===== config.mk =====
export PLATFORM = sky130hd
export DESIGN_NAME = amiga_chipbus_slot_sched_flat
export DESIGN_NICKNAME = d
export VERILOG_FILES = /design/src/rtl/amiga_chipbus_pkg.sv /design/src/rtl/amiga_chipbus_slot_sched_if.sv /design/src/rtl/amiga_chipbus_phase.sv /design/src/rtl/amiga_chipbus_slot_sched.sv /design/src/flat_wrapper.sv
export SDC_FILE = /design/constraint.sdc
export NUM_CORES = 1
export LEC_CHECK = 0
export ABC_AREA = 1
export BUFFER_PORTS_ARGS = -buffer_cell sky130_fd_sc_hd__buf_2
export CORE_MARGIN = 2
export CORE_UTILIZATION = 46
export DETAILED_ROUTE_END_ITERATION = 12
export PLACE_DENSITY = 0.75
export SLEW_MARGIN = 20
export SYNTH_ARGS = -nofsm -noshare
export SYNTH_HDL_FRONTEND = slang
export SYNTH_HIERARCHICAL = 1
export SYNTH_SLANG_ARGS = --single-unit

===== constraint.sdc =====
create_clock -name CLK -period 2.1 [get_ports CLK]
set_input_delay 0.105 -clock CLK [delete_from_list [all_inputs] [get_ports CLK]]
set_output_delay 0.105 -clock CLK [all_outputs]
set_load 0.1 [all_outputs]

===== src/rtl/amiga_chipbus_pkg.sv =====
// Shared types and constants for the chip-bus slot scheduler.
//   slot_owner_t : owner of the current 4/8-clock memory slot
//   *_DEF        : default scheduler parameters
//   PHASE_W      : width of the externally visible PHASE port
//   CNT_W        : width of the internal phase counter (covers SLOT_CLKS up to 8)
package amiga_chipbus_pkg;

  typedef enum logic [1:0] {
    IDLE    = 2'd0,
    CPU_RAM = 2'd1,
    CPU_REG = 2'd2,
    DMA     = 2'd3
  } slot_owner_t;

  localparam int unsigned SLOT_CLKS_DEF  = 4;
  localparam int unsigned STARVE_MAX_DEF = 3;
  localparam int unsigned C1_CLKS_DEF    = 2;

  localparam int unsigned PHASE_W = 2;
  localparam int unsigned CNT_W   = 3;

  function automatic logic is_cpu(slot_owner_t o);
    return (o == CPU_RAM) || (o == CPU_REG);
  endfunction

endpackage


===== src/rtl/amiga_chipbus_slot_sched_if.sv =====
// Chip-bus scheduler signal bundle.
//   CPU/Agnus side -> scheduler : _AS, _PRW, CPU_RAM_SEL, CPU_REG_SEL, DMA_REQ, BLTPRI
//   scheduler -> buffer PAL/CPU : _RE, _RGAE, _DAE, _C1, _DTACK, DMA_ACK, PHASE
// master = the side driving requests, slave = the scheduler.
interface amiga_chipbus_slot_sched_if;
  import amiga_chipbus_pkg::*;

  logic               _AS;
  logic               _PRW;
  logic               CPU_RAM_SEL;
  logic               CPU_REG_SEL;
  logic               DMA_REQ;
  logic               BLTPRI;

  logic               _RE;
  logic               _RGAE;
  logic               _DAE;
  logic               _C1;
  logic               _DTACK;
  logic               DMA_ACK;
  logic [PHASE_W-1:0] PHASE;

  modport master (
    output _AS, _PRW, CPU_RAM_SEL, CPU_REG_SEL, DMA_REQ, BLTPRI,
    input  _RE, _RGAE, _DAE, _C1, _DTACK, DMA_ACK, PHASE
  );

  modport slave (
    input  _AS, _PRW, CPU_RAM_SEL, CPU_REG_SEL, DMA_REQ, BLTPRI,
    output _RE, _RGAE, _DAE, _C1, _DTACK, DMA_ACK, PHASE
  );

endinterface


===== src/rtl/amiga_chipbus_phase.sv =====
// Free-running slot phase counter.
//   clk_i, rst_ni : clock, asynchronous active-low reset
//   phase_o       : current phase 0..SLOT_CLKS-1
//   wrap_o        : high during the last phase; the coming edge starts a new slot
//   c1_n_o        : registered _C1, low for phases 0..C1_CLKS-1
// Reset parks the counter in a pre-start state (phase 0, _C1 high); the
// first edge after release enters phase 0 of the first real slot.
module amiga_chipbus_phase
  import amiga_chipbus_pkg::*;
#(
  parameter int unsigned SLOT_CLKS = SLOT_CLKS_DEF,
  parameter int unsigned C1_CLKS   = C1_CLKS_DEF
) (
  input  logic             clk_i,
  input  logic             rst_ni,
  output logic [CNT_W-1:0] phase_o,
  output logic             wrap_o,
  output logic             c1_n_o
);

  localparam logic [CNT_W-1:0] PH_LAST = CNT_W'(SLOT_CLKS - 1);
  localparam logic [CNT_W-1:0] C1_END  = CNT_W'(C1_CLKS);

  logic [CNT_W-1:0] phase_q, phase_d;
  logic             started_q;
  logic             c1_n_q;

  assign wrap_o = started_q && (phase_q == PH_LAST);

  always_comb begin
    phase_d = phase_q;
    if (started_q) begin
      phase_d = wrap_o ? '0 : phase_q + 1'b1;
    end
  end

  always_ff @(posedge clk_i or negedge rst_ni) begin
    if (!rst_ni) begin
      phase_q   <= '0;
      started_q <= 1'b0;
      c1_n_q    <= 1'b1;
    end else begin
      phase_q   <= phase_d;
      started_q <= 1'b1;
      c1_n_q    <= !(phase_d < C1_END);
    end
  end

  assign phase_o = phase_q;
  assign c1_n_o  = c1_n_q;

endmodule


===== src/rtl/amiga_chipbus_slot_sched.sv =====
// Chip-bus slot scheduler: shares chip RAM / custom registers between the
// 68000 and Agnus DMA in fixed SLOT_CLKS-clock slots.
//   CLK    : chip-bus clock
//   _RESET : asynchronous active-low reset
//   bus    : request inputs (_AS, _PRW, CPU_RAM_SEL, CPU_REG_SEL, DMA_REQ,
//            BLTPRI) and registered strobes (_RE, _RGAE, _DAE, _C1, _DTACK,
//            DMA_ACK, PHASE)
// The owner of the next slot is chosen on the wrap edge and held for the
// whole slot. _PRW goes straight to the buffer PAL; only timing is done here.
module amiga_chipbus_slot_sched
  import amiga_chipbus_pkg::*;
#(
  parameter int unsigned SLOT_CLKS  = SLOT_CLKS_DEF,
  parameter int unsigned STARVE_MAX = STARVE_MAX_DEF,
  parameter int unsigned C1_CLKS    = C1_CLKS_DEF
) (
  input logic                      CLK,
  input logic                      _RESET,
  amiga_chipbus_slot_sched_if.slave bus
);

  localparam int unsigned         STARVE_W    = $clog2(STARVE_MAX + 1);
  localparam logic [STARVE_W-1:0] STARVE_TOP  = STARVE_W'(STARVE_MAX);
  localparam logic [CNT_W-1:0]    PH_PRE_LAST = CNT_W'(SLOT_CLKS - 2);

  logic [CNT_W-1:0] phase;
  logic             wrap;
  logic             c1_n;

  amiga_chipbus_phase #(
    .SLOT_CLKS (SLOT_CLKS),
    .C1_CLKS   (C1_CLKS)
  ) u_phase (
    .clk_i   (CLK),
    .rst_ni  (_RESET),
    .phase_o (phase),
    .wrap_o  (wrap),
    .c1_n_o  (c1_n)
  );

  slot_owner_t         owner_q, arb_owner;
  logic [STARVE_W-1:0] starve_q, starve_d;
  logic                cpu_done_q;
  logic                re_n_q, rgae_n_q, dae_n_q, dtack_n_q, dma_ack_q;
  logic                cpu_pend, starve_relief;

  always_comb begin
    cpu_pend      = !bus._AS && (bus.CPU_RAM_SEL || bus.CPU_REG_SEL) && !cpu_done_q;
    // Relief forces one CPU slot once DMA has beaten a waiting CPU STARVE_MAX times.
    starve_relief = cpu_pend && !bus.BLTPRI && (starve_q == STARVE_TOP);

    arb_owner = IDLE;
    if (bus.DMA_REQ && !starve_relief) begin
      arb_owner = DMA;
    end else if (cpu_pend) begin
      arb_owner = bus.CPU_RAM_SEL ? CPU_RAM : CPU_REG;
    end

    starve_d = '0;
    if ((arb_owner == DMA) && cpu_pend) begin
      starve_d = (starve_q == STARVE_TOP) ? starve_q : starve_q + 1'b1;
    end
  end

  always_ff @(posedge CLK or negedge _RESET) begin
    if (!_RESET) begin
      owner_q    <= IDLE;
      starve_q   <= '0;
      cpu_done_q <= 1'b0;
      re_n_q     <= 1'b1;
      rgae_n_q   <= 1'b1;
      dae_n_q    <= 1'b1;
      dtack_n_q  <= 1'b1;
      dma_ack_q  <= 1'b0;
    end else begin
      if (wrap) begin
        owner_q   <= arb_owner;
        starve_q  <= starve_d;
        re_n_q    <= (arb_owner != CPU_RAM);
        rgae_n_q  <= (arb_owner != CPU_REG);
        dae_n_q   <= (arb_owner != DMA);
        dma_ack_q <= (arb_owner == DMA);
      end else begin
        dma_ack_q <= 1'b0;
      end

      // _DTACK drops entering the last phase only if the CPU still holds _AS;
      // cpu_done then blocks a re-grant until _AS is seen high.
      if (!dtack_n_q) begin
        if (bus._AS) begin
          dtack_n_q  <= 1'b1;
          cpu_done_q <= 1'b0;
        end
      end else if (is_cpu(owner_q) && (phase == PH_PRE_LAST) && !bus._AS) begin
        dtack_n_q  <= 1'b0;
        cpu_done_q <= 1'b1;
      end
    end
  end

  assign bus._RE     = re_n_q;
  assign bus._RGAE   = rgae_n_q;
  assign bus._DAE    = dae_n_q;
  assign bus._C1     = c1_n;
  assign bus._DTACK  = dtack_n_q;
  assign bus.DMA_ACK = dma_ack_q;
  assign bus.PHASE   = phase[PHASE_W-1:0];

endmodule


===== src/flat_wrapper.sv =====
// flat-port wrapper written by rule: the top's interface ports become plain ports
module amiga_chipbus_slot_sched_flat import amiga_chipbus_pkg::*;
#(
  parameter int unsigned SLOT_CLKS  = SLOT_CLKS_DEF,
  parameter int unsigned STARVE_MAX = STARVE_MAX_DEF,
  parameter int unsigned C1_CLKS    = C1_CLKS_DEF
)
  (CLK, _RESET, bus__AS, bus__PRW, bus_CPU_RAM_SEL, bus_CPU_REG_SEL, bus_DMA_REQ, bus_BLTPRI, bus__RE, bus__RGAE, bus__DAE, bus__C1, bus__DTACK, bus_DMA_ACK, bus_PHASE);
  amiga_chipbus_slot_sched_if bus_i ();
  input logic CLK;
  input logic _RESET;
  input wire logic [$bits(bus_i._AS)-1:0] bus__AS;
  input wire logic [$bits(bus_i._PRW)-1:0] bus__PRW;
  input wire logic [$bits(bus_i.CPU_RAM_SEL)-1:0] bus_CPU_RAM_SEL;
  input wire logic [$bits(bus_i.CPU_REG_SEL)-1:0] bus_CPU_REG_SEL;
  input wire logic [$bits(bus_i.DMA_REQ)-1:0] bus_DMA_REQ;
  input wire logic [$bits(bus_i.BLTPRI)-1:0] bus_BLTPRI;
  output wire logic [$bits(bus_i._RE)-1:0] bus__RE;
  output wire logic [$bits(bus_i._RGAE)-1:0] bus__RGAE;
  output wire logic [$bits(bus_i._DAE)-1:0] bus__DAE;
  output wire logic [$bits(bus_i._C1)-1:0] bus__C1;
  output wire logic [$bits(bus_i._DTACK)-1:0] bus__DTACK;
  output wire logic [$bits(bus_i.DMA_ACK)-1:0] bus_DMA_ACK;
  output wire logic [$bits(bus_i.PHASE)-1:0] bus_PHASE;
  assign bus_i._AS = bus__AS;
  assign bus_i._PRW = bus__PRW;
  assign bus_i.CPU_RAM_SEL = bus_CPU_RAM_SEL;
  assign bus_i.CPU_REG_SEL = bus_CPU_REG_SEL;
  assign bus_i.DMA_REQ = bus_DMA_REQ;
  assign bus_i.BLTPRI = bus_BLTPRI;
  assign bus__RE = bus_i._RE;
  assign bus__RGAE = bus_i._RGAE;
  assign bus__DAE = bus_i._DAE;
  assign bus__C1 = bus_i._C1;
  assign bus__DTACK = bus_i._DTACK;
  assign bus_DMA_ACK = bus_i.DMA_ACK;
  assign bus_PHASE = bus_i.PHASE;
  amiga_chipbus_slot_sched #(.SLOT_CLKS(SLOT_CLKS), .STARVE_MAX(STARVE_MAX), .C1_CLKS(C1_CLKS)) u_core (.CLK(CLK), ._RESET(_RESET), .bus(bus_i));
endmodule

# == After elaboration in Yosys (flattened, before gate mapping) ==
# Index checks and enable logic that the tools add are counted.
# Widths: inputs -> output; s select.
# classes
n_addsub,2
multipliers,0
div_mod_pow,0
order_cmp,1
eq_ne,11
shift,0
n_mux,14
n_bitwise,0
n_reduce_logical,19
# ops
cell,n
$mux 2,5
$logic_and 1x1->1,9
$ne 2x2->1 const B,4
$mux 1,7
$eq 2x2->1 const B,3
$eq 3x2->1 const B,2
$mux 3,2
$logic_not 1->1,5
$reduce_and 2->1,2
$add 3x1->3 const B,1
$lt 3x2->1 const B,1
$add 2x1->2 const B,1
$eq 2x1->1 const B,1
$logic_or 1x1->1,2
$ne 2x1->1 const B,1
$reduce_bool 2->1,1
# word_totals
ff_bits,15
latch_bits,0
mem_bits_rw,0
rom_bits,0
in_bits,8
out_inout_bits,8
wordCells,58
n_memories,0

# == Depth between registers and ports, before layout ==
# Gate-level depths: netlist (run 1).
# logic_depth
ltp_word,12
mapped_depth,9
ltp_nobuf,8

# == Modules after synthesis ==
# Netlist (run 1), hierarchy kept.
# modules_own_cells
module,instances,cells_per_inst,area_each_um2,seq_area_each_um2
amiga_chipbus_slot_sched,1,56,501.7,255.2
amiga_chipbus_phase,1,20,201.4,126.4

# == Worst setup path after synthesis (run 1) ==
# Ideal clock, no wire load.
# synth_timing
path_kind,register to register
start,reg u_core.u_phase.phase_q[0] (netlist: u_core/u_phase/phase_o[0])
end,reg u_core.rgae_n_q (netlist: u_core/bus._RGAE)
setup_time_ns,0.086
arrival_time_ns,1.897
required_ns,2.014
path_slack_ns,0.117
path_stages_with_launch,10
path_buffers,1
synth_period_minus_slack_ns,1.983
path_cell_list,dfrtp_1 > ha_1 > nand2_1 > nor2_2 > buf_4 > inv_2 > nor2_1 > nand2_1 > o21ai_0 > nand3_1
# synth_between
elab_chain_len,2
# synth_rtl
item,line,rtl
"start, declared",amiga_chipbus_phase.sv:24,"logic [CNT_W-1:0] phase_q, phase_d;"
"start signal, assigned",amiga_chipbus_phase.sv:43,phase_q <= phase_d;
$eq 3x2->1,amiga_chipbus_phase.sv:28,assign wrap_o = started_q && (phase_q == PH_LAST);
$logic_and 1x1->1,amiga_chipbus_phase.sv:28,
net u_core.wrap,amiga_chipbus_slot_sched.sv:27,logic wrap;
"end signal, assigned",amiga_chipbus_slot_sched.sv:80,rgae_n_q <= (arb_owner != CPU_REG);
"end, declared",amiga_chipbus_slot_sched.sv:44,"logic re_n_q, rgae_n_q, dae_n_q, dtack_n_q, dma_ack_q;"
# The timed path passes the listed nets, and every way through them passes these cells.
# A chain may end at the register's enable or synchronous reset.

# == Final worst setup path (run 1) ==
# Same ends and word-level chain as after synthesis.

==> results of run 1 <==
[worst register-to-register path: cells and delay by family (launching register included)]
kind,cells,cell delay [ns]
DFF,1,0.41
and+or+nand+nor,5,0.69
adders and majority gates,1,0.19
buffers and inverters,1,0.08
AOI/OAI and AO/OA,1,0.08
[synthesized netlist by cell type, drive strengths merged]
library cell  instances  share of area (%)
o21a                  1                1.1
nand4                 3                3.6
dfrtp                10                 36
o21ai                 3                2.1
xor2                  1                1.2
nand2                16                8.9
nor3b                 1                1.1
conb                  1               0.53
inv                  10                5.3
ha                    2                3.6
buf                   1                1.1
nand3                11                8.5
xnor2                 1                1.2
nor2                 10                7.5
dfstp                 5                 19
[area by class of cell]
| class | count | share of cell area (%) |
|---|---|---|
| Timing Repair Buffer | 15 | 9.74 |
| Tap cell | 16 | 2.44 |
| Multi-Input combinational cell | 50 | 33.6 |
| Inverter | 10 | 4.57 |
| Clock buffer | 4 | 3.20 |
| Sequential cell | 15 | 46.4 |
[state kept, by name (all words and copies together), names as in the netlist]
| signal | cells |
|---|---|
| u_core/bus._DTACK | 1 |
| u_core/u_phase/started_q | 1 |
| u_core/bus._RE | 1 |
| u_core/bus._DAE | 1 |
| u_core/cpu_done_q | 1 |
| u_core/bus._RGAE | 1 |
| u_core/u_phase/phase_o | 3 |
| u_core/starve_q | 2 |
| u_core/u_phase/c1_n_o | 1 |
| u_core/bus.DMA_ACK | 1 |
| u_core/owner_q | 2 |
[metal layers]
layer	wire length (um)	GRT usage [%]	vias up
met2	526	22.1	16
li1	-	-	278
met3	67	5.11	4
met5	0	0	-
met1	517	20.5	238
met4	30	10.9	0
[logic make-up (layout without fill, tap and decap cells)]
| family | Yosys count | in the layout | share of synthesized area, % |
|---|---|---|---|
| buffers and inverters | 11 | 29 | 6.41 |
| and+or+nand+nor | 41 | 41 | 29.5 |
| adders and majority gates | 2 | 2 | 3.56 |
| DFF | 15 | 15 | 54.3 |
| xor gates and xnor gates | 2 | 2 | 2.49 |
| other | 1 | 1 | 0.533 |
| AOI/OAI and AO/OA | 4 | 4 | 3.20 |
[timing repair]
item | 4_1_cts | 5_1_grt
hold endpoints to repair | 15 | 0
endpoints found under the setup margin | 0 | 0
hold buffers | 1 | 0
buffers inserted | 0 | 0
[final timing paths]
| check | startpoint | end | slack [ns] | depth (start not counted) |
|---|---|---|---|---|
| worst min register to register | u_core/starve_q[1] | u_core/starve_q[1] | 0.50 | 2 |
| min in group asynchronous | _RESET | u_core/cpu_done_q | 0.23 | 2 |
| max in group asynchronous | _RESET | u_core/bus._DTACK | 1.58 | 2 |
| worst min-delay path | bus__AS | u_core/bus._DTACK | 0.07 | 2 |
| worst max register to register | u_core/u_phase/phase_o[0] | u_core/bus._RGAE | 0.57 | 8 |
| worst max-delay path | u_core/u_phase/phase_o[0] | u_core/bus._RGAE | 0.57 | 8 |
[stage by stage]
stage	instances	hold WS [ns]	utilization (%)	area, sq um	setup slack (ns)
floorplan	76	-0.191	-	703	0.117
global placement	105	0.0186	53.4	786	0.594
detailed placement	105	0.0233	53.4	786	0.579
CTS	110	0.0599	55.9	822	0.548
global route	110	0.0772	55.9	822	0.423
finish	110	0.0718	55.9	822	0.570
==> reports/qor.yml, run 1 <==
cts_resized: 0
die_area_sq_mm: 0.00186
synthCells: 76
grt-ovfl-total: 0
syn_to_final_growth_pct: 16.9
cts_made_buffers: 3
setup_violations: 0
wl_per_cell_um: 10.4
cp_cell_sequence: "ha_1 -> nand2_1 -> nor2_2 -> inv_2 -> nor2_1 -> nand2_1 -> o21ai_0 -> nand3_1"
dieHeight_um: 43.1
antenna_found_initial: 0
worstPathRequired_ns: 2.31
cap_violations: 0
cp_num_buf_inv: 1
drtAntennaViolNets: 0
wl_um: 1140
arrival_ns: 1.74
fin_setup_tns_ns: 0
placementRows: 14
num_io_pins: 16
ff_latch_area_sq_um: 382
cts.path.max_buffers: 2
core_sq_mm: 0.00147
fill_cells: 141
diodes: 0
hp-class: "in -> reg"
grt_pass1_vias: 507
synth_cell_type_count: 21
end_kind: "flip-flop"
place_congestion: 0.717
cp_common_cell: "nand2_1"
max_freq_ghz: 0.653
clkSinkCount: 15
crit_family: "simple AND/OR/NAND/NOR gates"
ys_seq_area_share_pct: 54.3
ys_warn_count: 6
clkLatencyLatePin_ns: 0.29
final_common_cell: "nand2_1"
port_buffers: 14
cp_slowest_cell: "dfrtp_1"
synth_nets: 86
dieWidth_um: 43.1
drv_slew: 0
grt_pass1_wl_um: 2070
skew_ns: 0.00282
min_period_ns: 1.53
dpl.hpwl_um: 867
vias: 536
cts_tree: "built"
cp_slowest_stage_delay_ns: 0.41
status: "completed"
cts.htree.levels: 1
syn_area_sq_um: 703
syn_area_per_cell_sq_um: 9.25
num-nets-final: 105
drcViolationCount: 0
drt_iter0_markers: 1
drive_gt1_share_pct: 34.0
yosys_register_bits: 15
vias_per_cell: 4.87
start_kind: "flip-flop"
multi_input_area_sq_um: 277
firstDrtPassIters: 4
path_max_fanout: 10
finalHoldViolations: 0
grt_usage_pct: 15.8
start_util_pct: 47.8
critPathKind: "reg -> reg"
cts-root-buf: "clkbuf_4"
grt_max_degree: 16
final_cell_mix: "15 x nand2_1, 14 x buf_2, 10 x nand3_1, 10 x dfrtp_1, 7 x inv_1"
path_clk_slew_ns: 0.09
finalCritPeriodShare_pct: 72.9
rsz0062_at_grt: "false"
Power of run 1 is left out: the tool's default activity adds up to more than one toggle a clock period on the data nets, which glitch-free logic cannot reach.
==> run 2, diff against run 1 <==
Settings changed: CORE_UTILIZATION 46 to 45, PLACE_DENSITY 0.75 to 0.76.
Clock period 2.1 ns to 1.3 ns, I/O delays scaled along.
==> run 2 against run 1 <==
The flow now finishes with violations (setup timing). Critical path type unchanged. Register-to-register slack got worse by 0.59 ns. Die area is 2.0% higher. Critical path depth stayed put. Highest routed layer unchanged. Largest cell class unchanged.
==> reports/qor.yml, run 2 (synthesis results as in run 1) <==
wl_per_cell_um: 12.0
drcViolationCount: 0
diodes: 0
rr_endpoint: "u_core/bus._RGAE"
largest_reg_flops: 3
whs_endpoint: "u_core/bus._DTACK"
setup_slack_ns: -0.0160
start_kind: "flip-flop"
final_cell_mix: "13 x nand2_1, 9 x nand3_1, 8 x dfrtp_1"
arrival_ns: 1.51
total_power_uw: 2840
rr_worst_depth: 8
clkLatencyLatePin_ns: 0.27
cts_tree: "built"
vias: 564
path_max_fanout: 5
cts.path.max_buffers: 2
status: "complete, but fails checks"
min-delay-start: "bus__AS"
power.density_mw_per_mm2: 2800
dpl.hpwl_um: 1090
num_io_pins: 16
firstDrtPassIters: 4
grt_pass1_vias: 614
port_buffers: 14
cap_violations: 0
syn_to_final_growth_pct: 44.3
placementRows: 14
rsz0062_at_grt: "true"
end_kind: "flip-flop"
grt-ovfl-total: 0
cts_setup_buffers: 0
cts-root-buf: "clkbuf_4"
drive_gt1_share_pct: 45.0
start_util_pct: 47.2
core_sq_mm: 0.00149
finalCritPeriodShare_pct: 101
drtAntennaViolNets: 0
finalHoldViolations: 0
final_common_cell: "nand2_1"
cts_made_buffers: 3
path_clk_slew_ns: 0.08
drv_slew: 0
dpl_cell_area_sq_um: 963
grt_max_degree: 16
fin_area_sq_mm: 0.00101
clkSinkCount: 15
p_leak_uw: 0.000506
vias_per_cell: 4.86
wl_um: 1390
worstPathRequired_ns: 1.50
dieHeight_um: 43.5
hp-class: "in -> reg"
setup_violations: 2
violations: "setup timing"
die_area_sq_mm: 0.00189
place_congestion: 0.758
max_freq_ghz: 0.760
cts.htree.levels: 1
peakVddDrop_v: 0.00173
holdPathStages: 2
min_period_ns: 1.32
r2r_start: "u_core/u_phase/phase_o[1]"
ff2ff_setup_slack_ns: -0.02
antenna_found_initial: 0
grt_pass1_wl_um: 2470
critPathKind: "reg -> reg"
num-nets-final: 111
skew_ns: 0.00160
grt_usage_pct: 17.7
dieWidth_um: 43.5
drt_iter0_markers: 4
-- run 2: cell types whose count changed in the layout (fill, tap and decap cells not counted), sizes merged --
cell	change
buf	+6
-- run 2: per-layer routing --
metal | GRT usage (%) | share of wire (%) | vias up | wire length, um
met1 | 21.4 | 44 | 263 | 611
met4 | 9.09 | 1.0 | 0 | 14
met2 | 29.9 | 51 | 10 | 708
li1 | - | - | 289 | -
met3 | 3.33 | 3.9 | 2 | 54
met5 | 0 | 0 | - | 0
-- run 2: what timing repair did --
action	in CTS	in global routing
pin swaps	0	2
hold buffers	1	0
hold endpoints to repair	15	0
gates resized for setup	3	2
endpoints found under the setup margin	8	6
-- run 2: power by group --
group | total (uW) | switching, uW | internal (uW)
sequential | 856 | 156 | 700
combinational | 1730 | 1080 | 648
clock | 253 | 134 | 119
total | 2840 | 1370 | 1470
-- run 2: worst max-delay path by stage --
stage                               from          endpoint
6_report       u_core/u_phase/phase_o[1]  u_core/bus._RGAE
5_1_grt        u_core/u_phase/phase_o[1]  u_core/bus._RGAE
4_1_cts        u_core/u_phase/phase_o[1]  u_core/bus._RGAE
3_5_place_dp   u_core/u_phase/phase_o[1]  u_core/bus._RGAE
3_3_place_gp   u_core/u_phase/phase_o[1]   u_core/bus._DAE
2_1_floorplan  u_core/u_phase/phase_o[0]  u_core/bus._RGAE
-- run 2: stage by stage --
stage          setup TNS (ns)  std cells  hold WS [ns]  worst slack, ns  utilization, %
2_1_floorplan          -0.776         76        -0.231           -0.216               -
3_3_place_gp          -0.0401        111       -0.0235          -0.0166            64.7
3_5_place_dp           -0.135        111       -0.0141          -0.0553            64.7
4_1_cts              -0.00562        116        0.0342         -0.00562            67.8
5_1_grt                -0.255        116        0.0473          -0.0773            68.2
6_report              -0.0167        116        0.0455          -0.0160            68.2
-- run 2: final cells by class --
type | instances | area, sq um
fill | 113 | 474
sequential | 15 | 389
multi-input combinational | 50 | 312
timing repair buffer | 21 | 230
inverter | 10 | 37.5
clock buffer | 4 | 26.3
tap | 16 | 20.0
-- run 2: critical path: stages (launching register included) --
cell	delay [ns]
dfrtp_4	0.44
ha_4	0.15
nand2_4	0.05
nor2_4	0.17
inv_2	0.07
nor2_2	0.10
nand2_2	0.08
o21ai_1	0.08
nand3_1	0.10
No activity file was read; power rests on OpenSTA's default activity.
==> run 3, diff against run 2 <==
Settings changed: CORE_UTILIZATION 45 to 30, PLACE_DENSITY 0.76 to 0.56, SLEW_MARGIN 20 to 40.
==> run 3 against run 2 <==
Register-to-register slack better by 0.06 ns. Hold slack worse by 0.013 ns. Highest routed layer unchanged. Worst setup slack better by 0.063 ns. Final cell count up 9.5%. The run now ends clean. Largest power group unchanged.
==> reports/qor.yml, run 3 (synthesis results as in run 1) <==
status: "completed"
drt_iter0_markers: 9
worstPathRequired_ns: 1.52
die_area_sq_mm: 0.00275
port_buffers: 14
drive_gt1_share_pct: 43.4
hold_slack_ns: 0.0326
placementRows: 17
wl_um: 1420
largest_reg_flops: 3
path_max_fanout: 4
hp-class: "in -> reg"
cts.htree.levels: 1
grt-ovfl-total: 0
min_period_ns: 1.25
final_cell_mix: "14 x nand2_1, 9 x nand3_1, 8 x dfrtp_1"
final_common_cell: "nand2_1"
place_congestion: 0.766
start_util_pct: 31.8
finalCritPeriodShare_pct: 96.4
dpl.hpwl_um: 1050
diodes: 0
grt_max_degree: 16
cts_setup_buffers: 0
rr_worst_depth: 8
drcViolationCount: 0
critPathKind: "reg -> reg"
cap_violations: 0
end_kind: "flip-flop"
arrival_ns: 1.47
finalHoldViolations: 0
num-nets-final: 110
dieWidth_um: 52.4
path_clk_slew_ns: 0.10
num_io_pins: 16
vias: 587
dpl_cell_area_sq_um: 971
firstDrtPassIters: 4
clkLatencyLatePin_ns: 0.28
setup_violations: 0
drtAntennaViolNets: 0
total_power_uw: 2840
peakVddDrop_v: 0.00185
wl_per_cell_um: 11.2
cts_made_buffers: 3
dieHeight_um: 52.4
grt_pass1_vias: 623
max_freq_ghz: 0.798
cts_tree: "built"
rsz0062_at_grt: "true"
holdPathStages: 2
clkSinkCount: 15
start_kind: "flip-flop"
drv_slew: 0
placed_cells: 122
p_leak_uw: 0.000502
power.density_mw_per_mm2: 2770
skew_ns: 0.000966
antenna_found_initial: 0
stdcell_count: 127
grt_usage_pct: 12.3
grt_pass1_wl_um: 2480
vias_per_cell: 4.62
fin_area_sq_mm: 0.00103
cts.path.max_buffers: 2
core_sq_mm: 0.00221
syn_to_final_growth_pct: 45.9
cts-root-buf: "clkbuf_4"
==> run 3: metal layers <==
| layer | track usage [%] | routed length, um | part of all wire [%] | up-vias |
|---|---|---|---|---|
| li1 | - | - | - | 287 |
| met1 | 15.4 | 609 | 43 | 279 |
| met2 | 20.2 | 721 | 51 | 15 |
| met3 | 2.00 | 65 | 4.6 | 6 |
| met4 | 6.41 | 24 | 1.7 | 0 |
| met5 | 0 | 0 | 0 | - |
==> run 3: critical path, cell delays in order (launching register included) <==
cell and delay (ns):
dfrtp_4 0.43, ha_4 0.15, nand2_4 0.05, nor2_4 0.15
inv_2 0.05, nor2_1 0.08, nand2_1 0.09, o21ai_1 0.09
nand3_1 0.09
==> run 3: repair_timing <==
item,CTS,global route
hold buffers,1,0
pin swaps,0,3
setup endpoints to repair,2,8
resized for setup,1,3
hold endpoints to repair,15,0
==> run 3: path summary, 6_finish.rpt <==
| path | endpoint | start | slack, ns |
|---|---|---|---|
| worst min-delay path | u_core/bus._DTACK | bus__AS | 0.03 |
| min in group asynchronous | u_core/bus.DMA_ACK | _RESET | 0.21 |
| worst max-delay path | u_core/bus._RGAE | u_core/u_phase/phase_o[0] | 0.05 |
| max in group asynchronous | u_core/bus._RGAE | _RESET | 0.79 |
| worst min register to register | u_core/starve_q[1] | u_core/starve_q[1] | 0.51 |
| worst max register to register | u_core/bus._RGAE | u_core/u_phase/phase_o[0] | 0.05 |
==> run 3: layout make-up <==
| type | instances | area [sq um] |
|---|---|---|
| timing repair buffer | 20 | 223 |
| clock buffer | 3 | 22.5 |
| fill | 222 | 1190 |
| clock inverter | 1 | 5.00 |
| inverter | 10 | 37.5 |
| multi-input combinational | 50 | 314 |
| sequential | 15 | 389 |
| tap | 28 | 35.0 |
==> run 3: metrics by stage <==
stage / worst slack [ns] / util [%] / TNS [ns]
finish: 0.0468 / 46.4 / 0
global route: -0.0499 / 46.4 / -0.0873
CTS: 0.0297 / 45.8 / 0
detailed placement: 0.00776 / 43.9 / 0
global placement: 0.0225 / 43.9 / 0
floorplan: -0.216 / - / -0.776
==> run 3: power breakdown <==
group          total, uW  switching [uW]  internal [uW]  leakage (uW)
registers            849             149            700      0.000177
clock network        274             160            114     0.0000177
logic               1720            1080            643      0.000307
